--- src/rtl/serial_subtractor.sv ---
// Bit-serial N-bit subtractor: one full-subtractor cell and a registered borrow, LSB first.
// Operands are loaded in parallel on start, the result is returned in parallel with a done pulse.
module serial_subtractor #(
    parameter int unsigned WIDTH = 8
) (
    input  logic             clk_in,
    input  logic             rst_n_in,
    input  logic             start_in,
    input  logic [WIDTH-1:0] a_in,
    input  logic [WIDTH-1:0] b_in,
    input  logic             borrow_in,
    output logic             ready_out,
    output logic             busy_out,
    output logic [WIDTH-1:0] diff_out,
    output logic             borrow_out,
    output logic             done_out
);

    localparam int unsigned CntW = (WIDTH > 1) ? $clog2(WIDTH) : 1;
    localparam logic [CntW-1:0] CntLast = CntW'(WIDTH - 1);

    typedef enum logic [0:0] {StIdle, StRun} state_e;

    state_e           state_q, state_d;
    logic [WIDTH-1:0] a_q, a_d;
    logic [WIDTH-1:0] b_q, b_d;
    logic [WIDTH-1:0] res_q, res_d;
    logic [WIDTH-1:0] diff_q, diff_d;
    logic [CntW-1:0]  cnt_q, cnt_d;
    logic             br_q, br_d;
    logic             borrow_q, borrow_d;
    logic             done_q, done_d;
    logic             cell_d;
    logic             cell_br;
    logic [WIDTH-1:0] res_shift;

    // Full-subtractor cell on the current LSBs.
    always_comb begin
        cell_d    = a_q[0] ^ b_q[0] ^ br_q;
        cell_br   = (~a_q[0] & b_q[0]) | (~(a_q[0] ^ b_q[0]) & br_q);
        res_shift = {cell_d, res_q[WIDTH-1:1]};
    end

    always_comb begin
        state_d  = state_q;
        a_d      = a_q;
        b_d      = b_q;
        res_d    = res_q;
        diff_d   = diff_q;
        cnt_d    = cnt_q;
        br_d     = br_q;
        borrow_d = borrow_q;
        done_d   = 1'b0;
        unique case (state_q)
            StIdle: begin
                if (start_in) begin
                    a_d     = a_in;
                    b_d     = b_in;
                    br_d    = borrow_in;
                    res_d   = '0;
                    cnt_d   = '0;
                    state_d = StRun;
                end
            end
            StRun: begin
                a_d   = a_q >> 1;
                b_d   = b_q >> 1;
                br_d  = cell_br;
                res_d = res_shift;
                cnt_d = cnt_q + 1'b1;
                if (cnt_q == CntLast) begin
                    diff_d   = res_shift;
                    borrow_d = cell_br;
                    done_d   = 1'b1;
                    cnt_d    = '0;
                    state_d  = StIdle;
                end
            end
            default: state_d = StIdle;
        endcase
    end

    always_ff @(posedge clk_in or negedge rst_n_in) begin
        if (!rst_n_in) begin
            state_q  <= StIdle;
            a_q      <= '0;
            b_q      <= '0;
            res_q    <= '0;
            diff_q   <= '0;
            cnt_q    <= '0;
            br_q     <= 1'b0;
            borrow_q <= 1'b0;
            done_q   <= 1'b0;
        end else begin
            state_q  <= state_d;
            a_q      <= a_d;
            b_q      <= b_d;
            res_q    <= res_d;
            diff_q   <= diff_d;
            cnt_q    <= cnt_d;
            br_q     <= br_d;
            borrow_q <= borrow_d;
            done_q   <= done_d;
        end
    end

    assign ready_out  = (state_q == StIdle);
    assign busy_out   = (state_q == StRun);
    assign diff_out   = diff_q;
    assign borrow_out = borrow_q;
    assign done_out   = done_q;

endmodule

--- config.mk ---
export PLATFORM = sky130hd
export DESIGN_NAME = serial_subtractor
export DESIGN_NICKNAME = d
export VERILOG_FILES = /design/src/rtl/serial_subtractor.sv
export SDC_FILE = /design/constraint.sdc
export NUM_CORES = 1
export LEC_CHECK = 0
export ABC_CLOCK_PERIOD_IN_PS = 1900
export CAP_MARGIN = 30
export CORE_MARGIN = 3
export CORE_UTILIZATION = 40
export DETAILED_ROUTE_END_ITERATION = 8
export SLEW_MARGIN = 10
export SYNTH_ARGS = -nofsm -noshare
export SYNTH_HDL_FRONTEND = slang
export SYNTH_SLANG_ARGS = --single-unit
--- constraint.sdc ---
create_clock -name clk_in -period 1.9 [get_ports clk_in]
set_input_delay 0.57 -clock clk_in [delete_from_list [all_inputs] [get_ports clk_in]]
set_output_delay 0.57 -clock clk_in [all_outputs]
set_load 0.01 [all_outputs]
==> impl_metrics.tcl <==
set metrics [dict create \
    cts-htree-levels 2 \
    die_h_microns 69.87 \
    rows 22 \
    fin_util 0.5428 \
    cts_buffer_depth 2 \
    holdBufCountCts 0 \
    portBuffers 31 \
    worst_pin_slew_ns 0.4615 \
    clkTransAtPathRegs_ns 0.08 \
    core_sq_um 3799 \
    first_global_vias 1065 \
    vias 1074 \
    drtIter0Drc 93 \
    post_cts.repair.setup_buffers 0 \
    num_io_pins 32 \
    fin_cells 220 \
    start_kind "flip-flop" \
    area_delta_synth_final_pct 26.38 \
    synth_most_common_cell "dfrtp_1" \
    post-route-min-period_ns 1.801 \
    clock_skew_ns 0.007923 \
    min_period_over_period 0.9477 \
    yosysTopAreaCell "dfrtp_1" \
    wirelength_microns 2792 \
    fmax_mhz 555.4 \
    syn_nets 160 \
    cts_tree "yes" \
    cp_slowest_stage_delay_ns 0.55 \
    fin_tns_setup_ns 0 \
    clkSinkCount 38 \
    arrival_ns 1.23 \
    synth_top_cell_area_share 0.5828 \
    slowest_stage "clkdlybuf4s50_1" \
    clk_latency_ns 0.29 \
    ys_ff_latch 38 \
    syn_avg_cell_area_sq_um 11.91 \
    finalHoldViolCount 0 \
    crit_chain "clkdlybuf4s50_1" \
    die-area_sq_um 4881 \
    ir_worst_vdd_uv 660.6 \
    status "completed" \
    dp_cells 212 \
    cts_buffers 5 \
    cp.required_ns 1.33 \
    synth_cells 137 \
    gp_congestion 0.7004 \
    relSlewSlack 0.6923 \
    grt_use_total 0.1295 \
    wl_per_cell_microns 12.69 \
    ys_async_sr_fraction 1.000 \
    final-setup-viol-count 0 \
    vias_per_cell 4.882 \
    synth_common_cells "dfrtp_1 (38), nand2_1 (20), o21ai_0 (20)" \
    netlist_area_sq_um 1632 \
    cp_max_fo 3 \
    ant_nets 0 \
    yosys-top-cells-area "dfrtp_1 (58%), mux2i_1 (12%), o21ai_0 (6.1%), mux2_2 (5.5%), nand2_1 (4.6%)" \
    worst-path-buf-inv 1 \
    rsz0062_at_grt "false" \
    grt_pass1_wl_microns 4954 \
    start_util 0.4295 \
    crit_type "reg -> out" \
    cap_violations 0 \
    synth_warnings 0 \
    antenna_cells 0 \
    power.density_nw_per_um2 1467 \
    crit_family "buffers and inverters" \
    grt_max_degree 50 \
    hold_path.class "in -> async" \
    synth_edf_count 0 \
    drc 0 \
    netlist-cell-type-count 21 \
    finalMaxSlewViolations 0 \
    antenna_found_initial 0 \
    power_leakage_uw 0.0009656 \
    drive_above_1_share 0.1337 \
    grt_overflow 0 \
    synth_flop_cell "dfrtp_1" \
    critPathCaptureType "output pin" \
    layout.nets 194 \
    die_x_microns 69.87 \
    dp_hpwl_microns 1921 \
    root_buffer "clkbuf_8" \
    fillers 317 \
    firstDrtPassIters 4 \
    ys_seq_area_frac 0.5828 \
]
-- registers in the layout, indices dropped and copies added, names as in the netlist --
| register | cells |
|---|---|
| done_out | 1 |
| busy_out | 1 |
| a_q | 8 |
| res_q | 7 |
| diff_out | 8 |
| borrow_out | 1 |
| br_q | 1 |
| b_q | 8 |
| cnt_q | 3 |
-- cells in the final DEF (no fill, tap or decap), types with 4 or more instances in the layout --
master | synthesis | final
buf_4 | 2 | 4
inv_1 | 4 | 4
clkdlybuf4s50_1 | 0 | 29
mux2_2 | 8 | 8
nand2_1 | 20 | 20
nand2b_1 | 6 | 6
o21ai_0 | 20 | 20
dfrtp_1 | 38 | 38
clkbuf_8 | 0 | 6
mux2i_1 | 19 | 19
-- power breakdown --
| part | leakage [uW] | switching, uW | internal, uW |
|---|---|---|---|
| Clock | 0.0000472 | 275 | 291 |
| Combinational | 0.000433 | 510 | 597 |
| Sequential | 0.000485 | 196 | 1150 |
| Total | 0.000966 | 982 | 2040 |
-- kinds of logic after synthesis --
logic type                 Yosys count  synth area share
adders and majority gates            3           0.02761
buffers and inverters               13           0.04754
AOI/OAI and AO/OA                   25           0.08513
muxes                               27            0.1718
and+or+nand+nor                     31           0.08513
DFF                                 38            0.5828
-- path summary, 6_finish.rpt --
path | start | to | slack [ns] | cells past startpoint
max reg2reg | cnt_q[0]$_DFFE_PN0P_ | diff_out[3]$_DFFE_PN0P_ | 0.35 | 4
max in group asynchronous | rst_n_in | a_q[6]$_DFFE_PN0P_ | 1.25 | 2
min in group clk_in | b_q[3]$_DFFE_PN0P_ | b_q[2]$_DFFE_PN0P_ | 0.49 | 2
min | rst_n_in | cnt_q[2]$_DFFE_PN0P_ | 0.32 | 2
max | busy_out$_DFF_PN0_ | busy_out | 0.1 | 1
min reg2reg | b_q[3]$_DFFE_PN0P_ | b_q[2]$_DFFE_PN0P_ | 0.49 | 2
-- final cells by class --
class | instances | area (sq um) | share of cell area
Timing Repair Buffer | 35 | 334.1 | 0.1620
Inverter | 5 | 18.77 | 0.009102
Clock inverter | 2 | 12.51 | 0.006068
Tap cell | 48 | 60.06 | 0.02913
Sequential cell | 38 | 950.9 | 0.4612
Multi-Input combinational cell | 86 | 603.1 | 0.2925
Clock buffer | 6 | 82.58 | 0.04005
-- through the flow --
| stage | hold slack [ns] | worst slack, ns | total power [uW] | cell area [sq um] |
|---|---|---|---|---|
| 5_1_grt | 0.3565 | 0.05785 | 3289 | 2062 |
| 6_report | 0.3154 | 0.09943 | 3026 | 2062 |
| 3_5_place_dp | 0.4701 | 0.1317 | 2509 | 1968 |
| 2_1_floorplan | 0.2744 | 0.4937 | 2065 | 1632 |
| 3_3_place_gp | 0.4607 | 0.1864 | 2454 | 1968 |
| 4_1_cts | 0.3246 | 0.07674 | 3078 | 2062 |
-- layer usage --
metal	global-route usage	wire, microns
met1	0.1702	1335
met2	0.1910	1222
met5	0	0
met4	0.05106	54
met3	0.05180	179
-- repair_timing --
item	4_1_cts	5_1_grt
resized for setup	1	0
endpoints found under the setup margin	1	0
hold endpoints to repair	0	0
No activity file was read; power rests on OpenSTA's default activity.
